### config.mk
export PLATFORM = sky130hd
export DESIGN_NAME = serial_adder
export DESIGN_NICKNAME = d
export VERILOG_FILES = /design/src/rtl/arith_pkg.sv /design/src/rtl/full_adder.sv /design/src/rtl/serial_adder.sv
export SDC_FILE = /design/constraint.sdc
export NUM_CORES = 1
export LEC_CHECK = 0
export CORE_UTILIZATION = 53
export DETAILED_ROUTE_END_ITERATION = 10
export GPL_ROUTABILITY_DRIVEN = 0
export GPL_TIMING_DRIVEN = 0
export PLACE_DENSITY = 0.82
export SKIP_LAST_GASP = 1
export SYNTH_ARGS = -nofsm -noshare
export SYNTH_HDL_FRONTEND = slang
export SYNTH_SLANG_ARGS = --single-unit
### constraint.sdc
create_clock -name clk -period 2 [get_ports clk]
set_input_delay 0.2 -clock clk [delete_from_list [all_inputs] [get_ports clk]]
set_output_delay 0.2 -clock clk [all_outputs]
set_load 0.01 [all_outputs]
### src/rtl/arith_pkg.sv
// Shared arithmetic definitions: FSM state encoding for the serial arithmetic
// blocks and the widest operand any of them supports.
package arith_pkg;

  typedef enum logic [1:0] {
    IDLE = 2'd0,
    RUN  = 2'd1,
    DONE = 2'd2
  } state_t;

  localparam int MAX_WIDTH = 64;

endpackage

### src/rtl/full_adder.sv
// Single-bit full adder cell, purely combinational.
module full_adder (
  input  logic a,
  input  logic b,
  input  logic cin,
  output logic sum,
  output logic carry
);

  assign sum   = a ^ b ^ cin;
  assign carry = (a & b) | (cin & (a ^ b));

endmodule

### src/rtl/serial_adder.sv
// Bit-serial adder, LSB first: {cout,sum} = a + b + cin after WIDTH RUN cycles
// plus one DONE cycle; start is ignored while busy, accepted in IDLE or DONE.
module serial_adder
  import arith_pkg::*;
#(
  parameter int WIDTH = 8
) (
  input  logic             clk,
  input  logic             rst,
  input  logic             start,
  input  logic [WIDTH-1:0] a,
  input  logic [WIDTH-1:0] b,
  input  logic             cin,
  output logic             busy,
  output logic             done,
  output logic [WIDTH-1:0] sum,
  output logic             cout
);

  localparam int CNT_W = $clog2(WIDTH);

  state_t           state;
  state_t           state_nxt;
  logic [WIDTH-1:0] sh_a;
  logic [WIDTH-1:0] sh_b;
  logic [WIDTH-1:0] sh_sum;
  logic [CNT_W-1:0] count;
  logic             carry;
  logic             fa_sum;
  logic             fa_carry;
  logic             accept;
  logic             last_bit;

  full_adder u_fa (
    .a    (sh_a[0]),
    .b    (sh_b[0]),
    .cin  (carry),
    .sum  (fa_sum),
    .carry(fa_carry)
  );

  assign accept   = start && ((state == IDLE) || (state == DONE));
  assign last_bit = (count == CNT_W'(WIDTH - 1));

  always_ff @(posedge clk) begin
    if (rst) state <= IDLE;
    else     state <= state_nxt;
  end

  always_comb begin
    state_nxt = state;
    case (state)
      IDLE:    if (start) state_nxt = RUN;
      RUN:     if (last_bit) state_nxt = DONE;
      DONE:    state_nxt = start ? RUN : IDLE;
      default: state_nxt = IDLE;
    endcase
  end

  always_comb begin
    busy = (state == RUN);
    done = (state == DONE);
  end

  // The final sum bit lands in the MSB on the same edge that publishes the result.
  always_ff @(posedge clk) begin
    if (rst) begin
      sh_a   <= '0;
      sh_b   <= '0;
      sh_sum <= '0;
      count  <= '0;
      carry  <= 1'b0;
      sum    <= '0;
      cout   <= 1'b0;
    end else if (accept) begin
      sh_a   <= a;
      sh_b   <= b;
      sh_sum <= '0;
      count  <= '0;
      carry  <= cin;
    end else if (state == RUN) begin
      sh_a   <= sh_a >> 1;
      sh_b   <= sh_b >> 1;
      sh_sum <= {fa_sum, sh_sum[WIDTH-1:1]};
      carry  <= fa_carry;
      count  <= count + CNT_W'(1);
      if (last_bit) begin
        sum  <= {fa_sum, sh_sum[WIDTH-1:1]};
        cout <= fa_carry;
      end
    end
  end

endmodule

Word-level counts from Yosys, hierarchy flattened
Cells that the tools add are included.

Register bits after elaboration: 39. Output and inout port bits: 11. Word-level logic and storage cells: 37.

$add $sub $neg: 1. Equal/unequal tests: 5. Mux-type cells: 10. Bitwise logic cells: 6. Reductions and logical operators: 7.

Operator list (count): $mux W8 (4); $pmux W2 S3 (1); $mux W2 (2); $add A3 B1 Y3 const B (1); $eq A3 B3 Y1 const B (1); $mux W1 (3); $reduce_and A3 Y1 (1); $and A1 B1 Y1 (2); $eq A2 B1 Y1 const B (1); $eq A2 B2 Y1 const B (1); $logic_not A2 Y1 (1); $ne A2 B1 Y1 const B (1); $ne A2 B2 Y1 const B (1); $reduce_and A2 Y1 (1); $reduce_bool A2 Y1 (1); $reduce_or A2 Y1 (1); $xor A1 B1 Y1 (2); $logic_and A1 B1 Y1 (1); $logic_or A1 B1 Y1 (1); $not A1 Y1 (1); $or A1 B1 Y1 (1).

Longest topological paths before layout
Depth after elaboration: 5. Mapped depth: 6. Depth with buffers taken out: 5.

Modules after synthesis
Synthesis repeated with hierarchy kept, for this count alone.

Cell total of the unflattened synthesis: 176. Area total of the unflattened synthesis: 1525.2 um^2.

By module, submodules not included: serial_adder (instances 1, cells each 175, area an instance 1505.2 um^2, sequential area each 760.7 um^2); full_adder (instances 1, cells each 1, area an instance 20.0 um^2, sequential area each 0.0 um^2).

Worst setup path after synthesis
OpenSTA, ideal clock, no wires.

Path kind: reg2reg. From: register count[0]. To: register state[0]. Arrival time: 1.068 ns. Data required time: 1.872 ns. Slack: 0.805 ns. Cell stages (with the launch flop): 6. Path buffers: 1. Clock period less this slack: 1.195 ns. Path through: dfxtp_1 ha_1 ha_1 clkbuf_1 o21a_1 nor2_1.

Longest elaborated chain between the ends: 3.

Ends and longest elaborated chain: start: declaration (line serial_adder.sv:27) `logic [CNT_W-1:0] count;`; start signal: assignment (line serial_adder.sv:86) `count <= count + CNT_W'(1);`; $eq A3 B3 Y1 (line serial_adder.sv:43) `assign last_bit = (count == CNT_W'(WIDTH - 1));`; $ne A2 B1 Y1 (no line); $reduce_and A2 Y1 (no line); end signal: assignment (line serial_adder.sv:47) `else state <= state_nxt;`; end: declaration (line serial_adder.sv:22) `state_t state;`.

Every way passes these cells. A chain may end at the register's enable or synchronous reset.

Worst setup path in the final report
From: register state[1]. To: output port busy.

Longest elaborated chain between the ends: 1.

Ends and longest elaborated chain: $eq A2 B1 Y1 (line serial_adder.sv:61) `busy = (state == RUN);`; end: declaration (line serial_adder.sv:14) `output logic busy,`.

Every way passes these cells.

==> results_dict.tcl <==
set metrics [dict create \
    nFillCells 223 \
    io_pins 31 \
    postRouteAntennaNets 0 \
    grt_max_degree 11 \
    maxClockFrequency_mhz 634 \
    powerDensity_nw_per_um2 732 \
    relSlewSlack_pct 69.8 \
    clockRootBuffer "clkbuf_4" \
    grt.overflow.total 0 \
    insertion_delay_ps 340 \
    syn_area_um2 1510 \
    floorplan.die.height_um 55.4 \
    hold_class "input pin to flip-flop" \
    synthTopCellsByCount "dfxtp_1, nand2_1, a21oi_1" \
    grt_use_met2_pct 42.3 \
    routed_wl_um 3270 \
    final_util_pct 69.5 \
    synth_top_cell_area_share_pct 50.3 \
    clk_pin_slew_ps 100 \
    drc 0 \
    period_share_pct 78.9 \
    worst_pin_slew_ps 453 \
    vias_per_cell 5.61 \
    required_ps 1800 \
    hold_buffers 0 \
    crit_fanout 10 \
    endpoint_kind "output pin" \
    synth.distinct_cells 25 \
    placed_area_um2 1850 \
    path_buf_inv 4 \
    max_stage_delay_ps 330 \
    setup_tns_ps 0 \
    cts_tree "done" \
    path_class "flip-flop to output pin" \
    dr.pass1.iters 4 \
    clockBufferDepth 2 \
    first_iter_violations 32 \
    p_total_uw 1390 \
    grt_pass1_wl_um 5660 \
    start_util_pct 55.3 \
    cts_resized 0 \
    cp-start-kind "flip-flop" \
    crit_arrival_ps 1380 \
    netlist_top_cells_area "dfxtp_1, nand2_1, a21oi_1" \
    place_ws_ps 410 \
    port_buffers 30 \
    synth_ff_type "dfxtp_1" \
    cp_top_family "buffers and inverters" \
    cts_buffers 5 \
    synth_cells 176 \
    hpwl_um 2440 \
    cap_viol_max_count 0 \
    h-tree-depth 2 \
    synth-async-reset-ratio_pct 0 \
    synth_edf_count 0 \
    drive_above_1_share_pct 8.92 \
    die_area_um2 3070 \
    num_rows 19 \
    finalHoldViolCount 0 \
    clock_skew_ps 3.45 \
    crit_chain "nand2b_1 > buf_6 > inv_6 > buf_6 > dlymetal6s2s_1" \
    grtUsageMet1_pct 26.0 \
    design_area_um2 1900 \
    setup_ws_ps 422 \
    num_vias 1370 \
    use_met3_pct 4.22 \
    critPathMostFrequentCell "buf_6" \
    ir_worst_vdd_uv 666 \
    yosysTopAreaCell "dfxtp_1" \
    yosys_warnings 0 \
    core_area_um2 2730 \
    p_leak_uw 0.000683 \
    chipWidth_um 55.4 \
    busiest_layer "met2" \
    slew_violations 0 \
    synth_nets 199 \
    area_delta_synth_final_pct 25.6 \
    period_needed_ps 1580 \
    cp_slowest_cell "dfxtp_1" \
    status "complete, no violations" \
    insertedDiodeCount 0 \
    syn_avg_cell_area_um2 8.59 \
    yosysSeqAreaShare_pct 50.3 \
    setup_viol 0 \
    post_cts_buffers 0 \
    postSynthRegisterBits 38 \
    r2r_slack_ps 580 \
    grt_usage_pct 23.3 \
    final_nets 236 \
    rsz0062_at_grt "false" \
    grt_pass1_vias 1329 \
    antenna_found_initial 0 \
    cts.sinks 38 \
    wl_per_cell_um 13.4 \
]
layer usage:
metal | share of wire (%) | vias to the layer above | wire (um)
li1 | - | 690 | -
met4 | 1.9 | 0 | 62
met1 | 44 | 630 | 1430
met2 | 50 | 42 | 1640
met3 | 4.1 | 8 | 134
met5 | 0 | - | 0
registers in the layout, summed over array words and instances (netlist names):
register,flops
count,3
sum,8
sh_sum,7
sh_b,8
sh_a,8
cout,1
carry,1
state,2
tightest hold or removal path: stages:
cell and delay [ps]:
clkdlybuf4s50_1 390, nor2_1 100, a311oi_1 50
worst paths after layout:
kind | depth (start not counted) | start | to
max | 5 | state[1] | busy
min | 3 | b[6] | sh_b[6]
max reg2reg | 5 | count[0] | sum[5]
min reg2reg | 2 | cout | cout
layout make-up:
type / instances / area (um2) / area share [%]
Buffer: 14 / 98.8 / 5.20
Sequential cell: 38 / 762 / 40.1
Inverter: 1 / 8.76 / 0.461
Timing Repair Buffer: 30 / 303 / 15.9
Tap cell: 31 / 38.8 / 2.04
Multi-Input combinational cell: 123 / 644 / 33.9
Clock buffer: 7 / 45.0 / 2.37
where the power goes:
group	switching, uW	leakage, uW	internal, uW
Clock	231	0.0000254	133
Combinational	110	0.000347	104
Sequential	22.0	0.000310	793
stage by stage:
step	hold slack, ps	cells
finish	443	244
detailed placement	449	237
global placement	446	237
CTS	440	244
floorplan	336	176
global route	450	244
cells by family after synthesis:
logic type	synth area share [%]
AO/OA/AOI/OAI	14.6
AND/OR/NAND/NOR	23.7
flip-flops	50.3
buffers and inverters	7.11
XOR/XNOR	0.579
multiplexers	0.662
adder cells (fa/ha/maj)	2.98
cells in the final DEF (no fill, tap or decap), drive strengths merged:
master	synthesis	layout
nand3	12	12
dlymetal6s2s	0	1
ha	2	2
buf	12	12
fa	1	1
a21oi	21	21
o21a	1	1
a311oi	5	5
nand2b	3	3
nor3	17	17
dfxtp	38	38
nand3b	1	1
clkdlybuf4s50	0	29
a22oi	2	2
o22ai	8	8
nand2	38	38
clkbuf	2	9
nor2	8	8
mux2i	1	1
nor2b	2	2
xnor2	1	1
inv	1	1
(Power assumes the default switching activity.)
